<file path="src/rtl/qdrc_phy_cal_sequencer.sv">
// QDR PHY read-path calibration sequencer. It runs settle, pattern loop, bit training
// with bounded retries and burst alignment, then reports a single calibrated or failed status.
module qdrc_phy_cal_sequencer #(
  parameter int unsigned SETTLE_CYCLES  = 1024,
  parameter int unsigned TIMEOUT_CYCLES = 65536,
  parameter int unsigned MAX_RETRY      = 3
) (
  input  logic       clk,
  input  logic       reset,
  input  logic       phy_ready,
  input  logic       cal_start,
  output logic       pat_en,
  input  logic       pat_ack,
  output logic       bt_reset,
  output logic       bt_start,
  input  logic       bt_done,
  input  logic       bt_fail,
  output logic       al_start,
  input  logic       al_done,
  input  logic       al_fail,
  output logic       cal_done,
  output logic       cal_fail,
  output logic [3:0] retry_count,
  output logic [2:0] err_prb,
  output logic [3:0] state_prb
);

  typedef enum logic [3:0] {
    ST_IDLE       = 4'd0,
    ST_WAIT_READY = 4'd1,
    ST_SETTLE     = 4'd2,
    ST_PATTERN    = 4'd3,
    ST_TRAIN_RST  = 4'd4,
    ST_TRAIN      = 4'd5,
    ST_ALIGN      = 4'd6,
    ST_DONE       = 4'd7,
    ST_FAIL       = 4'd8
  } state_t;

  localparam logic [19:0] SETTLE_LAST  = 20'(SETTLE_CYCLES - 1);
  localparam logic [19:0] TIMEOUT_LAST = 20'(TIMEOUT_CYCLES - 1);
  localparam logic [19:0] TRST_LAST    = 20'd3;
  localparam logic [3:0]  RETRY_MAX    = 4'(MAX_RETRY);

  localparam logic [2:0] ERR_NONE          = 3'd0;
  localparam logic [2:0] ERR_NO_PATTERN    = 3'd1;
  localparam logic [2:0] ERR_TRAIN_FAIL    = 3'd2;
  localparam logic [2:0] ERR_TRAIN_TIMEOUT = 3'd3;
  localparam logic [2:0] ERR_ALIGN_FAIL    = 3'd4;
  localparam logic [2:0] ERR_ALIGN_TIMEOUT = 3'd5;

  state_t      state_q, state_d;
  logic [19:0] timer_q, timer_d;
  logic [3:0]  retry_q, retry_d;
  logic [2:0]  err_q, err_d;
  logic        pat_en_q, pat_en_d;
  logic        bt_reset_q, bt_reset_d;
  logic        bt_start_q, bt_start_d;
  logic        al_start_q, al_start_d;
  logic        cal_done_q, cal_done_d;
  logic        cal_fail_q, cal_fail_d;
  logic        timed_out;
  logic        timer_runs;

  always_comb begin
    state_d    = state_q;
    retry_d    = retry_q;
    err_d      = err_q;
    timed_out  = (timer_q == TIMEOUT_LAST);
    timer_runs = 1'b0;

    case (state_q)
      ST_IDLE: begin
        if (cal_start) begin
          state_d = ST_WAIT_READY;
          retry_d = 4'd0;
          err_d   = ERR_NONE;
        end
      end
      ST_WAIT_READY: begin
        if (phy_ready) state_d = ST_SETTLE;
      end
      ST_SETTLE: begin
        timer_runs = 1'b1;
        if (timer_q == SETTLE_LAST) state_d = ST_PATTERN;
      end
      ST_PATTERN: begin
        timer_runs = 1'b1;
        if (pat_ack) begin
          state_d = ST_TRAIN_RST;
        end else if (timed_out) begin
          state_d = ST_FAIL;
          err_d   = ERR_NO_PATTERN;
        end
      end
      ST_TRAIN_RST: begin
        timer_runs = 1'b1;
        if (timer_q == TRST_LAST) state_d = ST_TRAIN;
      end
      ST_TRAIN: begin
        timer_runs = 1'b1;
        // bt_done takes precedence over a timeout landing in the same cycle
        if (bt_done && !bt_fail) begin
          state_d = ST_ALIGN;
        end else if (bt_done || timed_out) begin
          if (!bt_done) err_d = ERR_TRAIN_TIMEOUT;
          if (retry_q < RETRY_MAX) begin
            retry_d = retry_q + 4'd1;
            if (bt_done) err_d = ERR_TRAIN_FAIL;
            state_d = ST_TRAIN_RST;
          end else begin
            state_d = ST_FAIL;
          end
        end
      end
      ST_ALIGN: begin
        timer_runs = 1'b1;
        if (al_done) begin
          if (al_fail) begin
            state_d = ST_FAIL;
            err_d   = ERR_ALIGN_FAIL;
          end else begin
            state_d = ST_DONE;
          end
        end else if (timed_out) begin
          state_d = ST_FAIL;
          err_d   = ERR_ALIGN_TIMEOUT;
        end
      end
      ST_DONE: state_d = ST_DONE;
      ST_FAIL: state_d = ST_FAIL;
      default: state_d = ST_IDLE;
    endcase

    // Losing clocks invalidates every trained result, so start over from WAIT_READY
    if (!phy_ready && state_q != ST_IDLE && state_q != ST_WAIT_READY && state_q != ST_FAIL) begin
      state_d = ST_WAIT_READY;
      retry_d = 4'd0;
      err_d   = ERR_NONE;
    end

    if (state_d != state_q) timer_d = 20'd0;
    else if (timer_runs)    timer_d = timer_q + 20'd1;
    else                    timer_d = timer_q;

    pat_en_d   = 1'b0;
    bt_reset_d = 1'b0;
    bt_start_d = 1'b0;
    al_start_d = 1'b0;
    cal_done_d = 1'b0;
    cal_fail_d = 1'b0;
    case (state_d)
      ST_IDLE, ST_WAIT_READY, ST_SETTLE: bt_reset_d = 1'b1;
      ST_PATTERN, ST_TRAIN_RST: begin
        pat_en_d   = 1'b1;
        bt_reset_d = 1'b1;
      end
      ST_TRAIN: begin
        pat_en_d   = 1'b1;
        bt_start_d = 1'b1;
      end
      ST_ALIGN: begin
        pat_en_d   = 1'b1;
        bt_start_d = 1'b1;
        al_start_d = 1'b1;
      end
      ST_DONE: begin
        bt_start_d = 1'b1;
        al_start_d = 1'b1;
        cal_done_d = 1'b1;
      end
      ST_FAIL: begin
        bt_reset_d = 1'b1;
        cal_fail_d = 1'b1;
      end
      default: bt_reset_d = 1'b1;
    endcase
  end

  always_ff @(posedge clk) begin
    if (reset) begin
      state_q    <= ST_IDLE;
      timer_q    <= 20'd0;
      retry_q    <= 4'd0;
      err_q      <= ERR_NONE;
      pat_en_q   <= 1'b0;
      bt_reset_q <= 1'b1;
      bt_start_q <= 1'b0;
      al_start_q <= 1'b0;
      cal_done_q <= 1'b0;
      cal_fail_q <= 1'b0;
    end else begin
      state_q    <= state_d;
      timer_q    <= timer_d;
      retry_q    <= retry_d;
      err_q      <= err_d;
      pat_en_q   <= pat_en_d;
      bt_reset_q <= bt_reset_d;
      bt_start_q <= bt_start_d;
      al_start_q <= al_start_d;
      cal_done_q <= cal_done_d;
      cal_fail_q <= cal_fail_d;
    end
  end

  assign pat_en      = pat_en_q;
  assign bt_reset    = bt_reset_q;
  assign bt_start    = bt_start_q;
  assign al_start    = al_start_q;
  assign cal_done    = cal_done_q;
  assign cal_fail    = cal_fail_q;
  assign retry_count = retry_q;
  assign err_prb     = err_q;
  assign state_prb   = state_q;

endmodule

</file>
<file path="config.mk">
export PLATFORM = sky130hd
export DESIGN_NAME = qdrc_phy_cal_sequencer
export DESIGN_NICKNAME = d
export VERILOG_FILES = /design/src/rtl/qdrc_phy_cal_sequencer.sv
export SDC_FILE = /design/constraint.sdc
export NUM_CORES = 1
export LEC_CHECK = 0
export CAP_MARGIN = 20
export CORE_UTILIZATION = 65
export DETAILED_ROUTE_END_ITERATION = 8
export DONT_BUFFER_PORTS = 1
export GPL_TIMING_DRIVEN = 0
export MAX_ROUTING_LAYER = met4
export PLACE_DENSITY = 0.81
export SETUP_SLACK_MARGIN = 0.5
export SYNTH_ARGS = -nofsm -noshare
export SYNTH_HDL_FRONTEND = slang
export SYNTH_SLANG_ARGS = --single-unit
</file>
<file path="constraint.sdc">
create_clock -name clk -period 4.55 [get_ports clk]
set_clock_uncertainty 0.2 [all_clocks]
set_input_delay 0.91 -clock clk [delete_from_list [all_inputs] [get_ports clk]]
set_output_delay 0.91 -clock clk [all_outputs]
set_load 0.02 [all_outputs]
</file>
==> flow_summary_export.csv <==
group,metric,value,unit
status,status,"complete, no violations",
sta,fin_crit_sh,66.0,%
worst_setup_path,cp-end-kind,"register",
synth,ys_ff_latch,37,
worst_setup_path,r2r_slack,1.55,ns
sta,hold_viol,0,
detailed_routing,drt_pass1_iterations,5,
detailed_routing,drt-initial-drc-count,289,
final_layout,synthToLayoutAreaGrowth,4.74,%
clocking,cts-root-buf,"clkbuf_4",
sta,clock.fmax,333,MHz
synth,syn_inst,270,
synth,synth-edff-count,0,
final_layout,diodes,0,
sta,setup_viol,0,
clocking,cts_tree,"yes",
detailed_routing,final_antenna_net_count,0,
global_route,grt_pass1_vias,2010,
worst_setup_path,start_kind,"register",
job,cap_violations,0,
place,dp_hpwl,4070,um
synth,async_flop_share,0,%
clocking,clk_pin_slew_worst_paths,0.12,ns
synth,synth_area_leaders,"dfxtp_1 (31%), nor4_2 (11%), xnor2_1 (5.2%)",
die,ios,26,
min_path,hold_path.class,"register to register",
synth,synth_flop_cell,"dfxtp_1",
detailed_routing,wl,5720,um
global_route,antenna_found_initial,0,
sta,maxSlewHeadroom,40.8,%
die,die_x,62.4,um
synth,synthAdderAreaFrac,1.05,%
detailed_routing,via_per_inst,6.75,
sta,worstMarginPinSlew,0.880,ns
global_route,grtUsageTotal,31.9,%
global_route,grt_pass1_wl,9560,um
final_layout,drive_above_1_share,18.1,%
die,die_height,62.4,um
final_layout,nFillCells,277,
synth,synth_area,2370,sq um
synth,synthesis.nets,281,
place,place_congestion,0.949,
clocking,clkLatencyLatePin,0.35,ns
pwr,p_sw_share,37.0,%
synth,synth_seq_area_share,31.2,%
synth,syn-mean-instance-area,8.79,sq um
worst_setup_path,crit_fanout,10,
final_layout,fin_nets,288,
synth,synth_top_family_by_area,"simple AND/OR/NAND/NOR gates",
clocking,cts_num_sinks,37,
worst_setup_path,arrival,3.07,ns
sta,tns,0,ns
sta,rsz0062_at_grt,"false",
clocking,post_cts_buffers,0,
clocking,cts-hold-fix-buffers,0,
die,die-area,3900,sq um
synth,synth_top_area_share,31.2,%
worst_setup_path,required,4.62,ns
pwr,leakage,0.000810,uW
pwr,seq_power_share,47.4,%
pwr,p_sw,282,uW
final_layout,layout_common_cells,"dfxtp_1 (37), nor4_2 (20), nor2_1 (19)",
synth,synth_xor_xnor_area_share,7.75,%
final_layout,seq_area,741,sq um
place,io_buffers,0,
synth,yosys_warnings,0,
clocking,htreeDepth,2,
global_route,grt-ovfl-total,0,
sta,period_needed,3.00,ns
synth,yosys.area_share.simple,37.5,%
pwr,comb_power_share,28.9,%
die,rows,21,
die,initial_core_util,69.5,%
clocking,cts_resized,0,
detailed_routing,drc,0,
final_layout,final_common_cell,"dfxtp_1",
final_layout,postLayoutCoreUtil,72.8,%
pwr,p_clk_share,23.7,%
synth,synthMuxAreaShare,0.843,%
global_route,grt_max_degree,11,
detailed_routing,wire_per_inst,17.7,um
pwr,power_density,307,nW/um^2
die,core_area,3420,sq um
sta,hold-worst-slack,0.386,ns
synth,synth-compound-area-share,17.1,%
pwr,internal_power,482,uW
final_layout,multi_input_area,1520,sq um
sta,timing_max_transition_violations_final,0,
pwr,irDropWorstVdd,0.249,mV
clocking,cts_made_buffers,5,
synth,synth_top_area_cell,"dfxtp_1",
detailed_routing,num_vias,2180,
worst_setup_path,crit_type,"register to register",
synth,synthDistinctLibCells,59,
clocking,cts_max_path_buffers,2,
-- cells in the mapped netlist (4+ instances only) --
cell type	number
buf_2	9
xor2_1	7
dfxtp_1	37
nor4_1	6
or2_2	5
nor2_1	19
xnor2_1	14
nand3_1	18
and3_1	10
nor4_2	20
inv_1	5
clkbuf_1	4
o21ai_0	11
nand2_1	14
or3_1	5
a21oi_1	15
nand4_1	4
-- critical path: stages (launching register included) --
cell and delay [ns]:
dfxtp_1 0.57, buf_2 0.29, buf_2 0.25, o21bai_1 0.14, nor4_1 0.69, nand2_1 0.20
or2_2 0.32, xor2_1 0.15, nor4_2 0.12
-- metal layers --
metal,wire (um),up-vias,GRT usage [%]
met5,0,-,-
met4,48,0,8.14
met3,509,5,8.39
met2,2520,113,45.0
met1,2640,1033,44.9
li1,-,1029,-
-- sequential cells by signal (all words and copies together), names as in the netlist --
register,count
al_start,1
err_prb,3
state_prb,4
retry_count,4
pat_en,1
timer_q,20
cal_fail,1
bt_start,1
cal_done,1
bt_reset,1
-- metrics by stage --
stage / cell area, sq um / setup WS, ns / cells / total power [uW]
2_1_floorplan: 2370 / 1.94 / 270 / 539
3_3_place_gp: 2430 / 1.66 / 316 / 581
3_5_place_dp: 2430 / 1.65 / 316 / 585
4_1_cts: 2490 / 1.64 / 323 / 762
5_1_grt: 2490 / 1.45 / 323 / 804
6_report: 2490 / 1.55 / 323 / 764
-- power groups by stage --
stage	combinational, uW	sequential (uW)	clock, uW
after global placement	212	369	0
after floorplan	173	365	0
final	221	362	181
after CTS	216	362	184
after global routing	240	363	200
after detailed placement	216	369	0
-- final timing paths --
path,startpoint,cells after the start,endpoint
min,err_prb[0],2,err_prb[0]
max reg2reg,state_prb[1],8,timer_q[18]
max,state_prb[1],8,timer_q[18]
min reg2reg,err_prb[0],2,err_prb[0]
-- cell type report --
type	instances	share of cell area (%)
buffer	16	3.62
tap	46	2.32
multi-input combinational	212	61.3
clock buffer	7	2.21
inverter	5	0.755
sequential	37	29.8
-- cell families after synthesis --
family	count (synthesis)
flip-flops	37
multiplexers	2
AO/OA/AOI/OAI	57
adder cells (fa/ha/maj)	2
XOR/XNOR	21
AND/OR/NAND/NOR	130
buffers and inverters	21
Power figures use the tool's default switching activity.
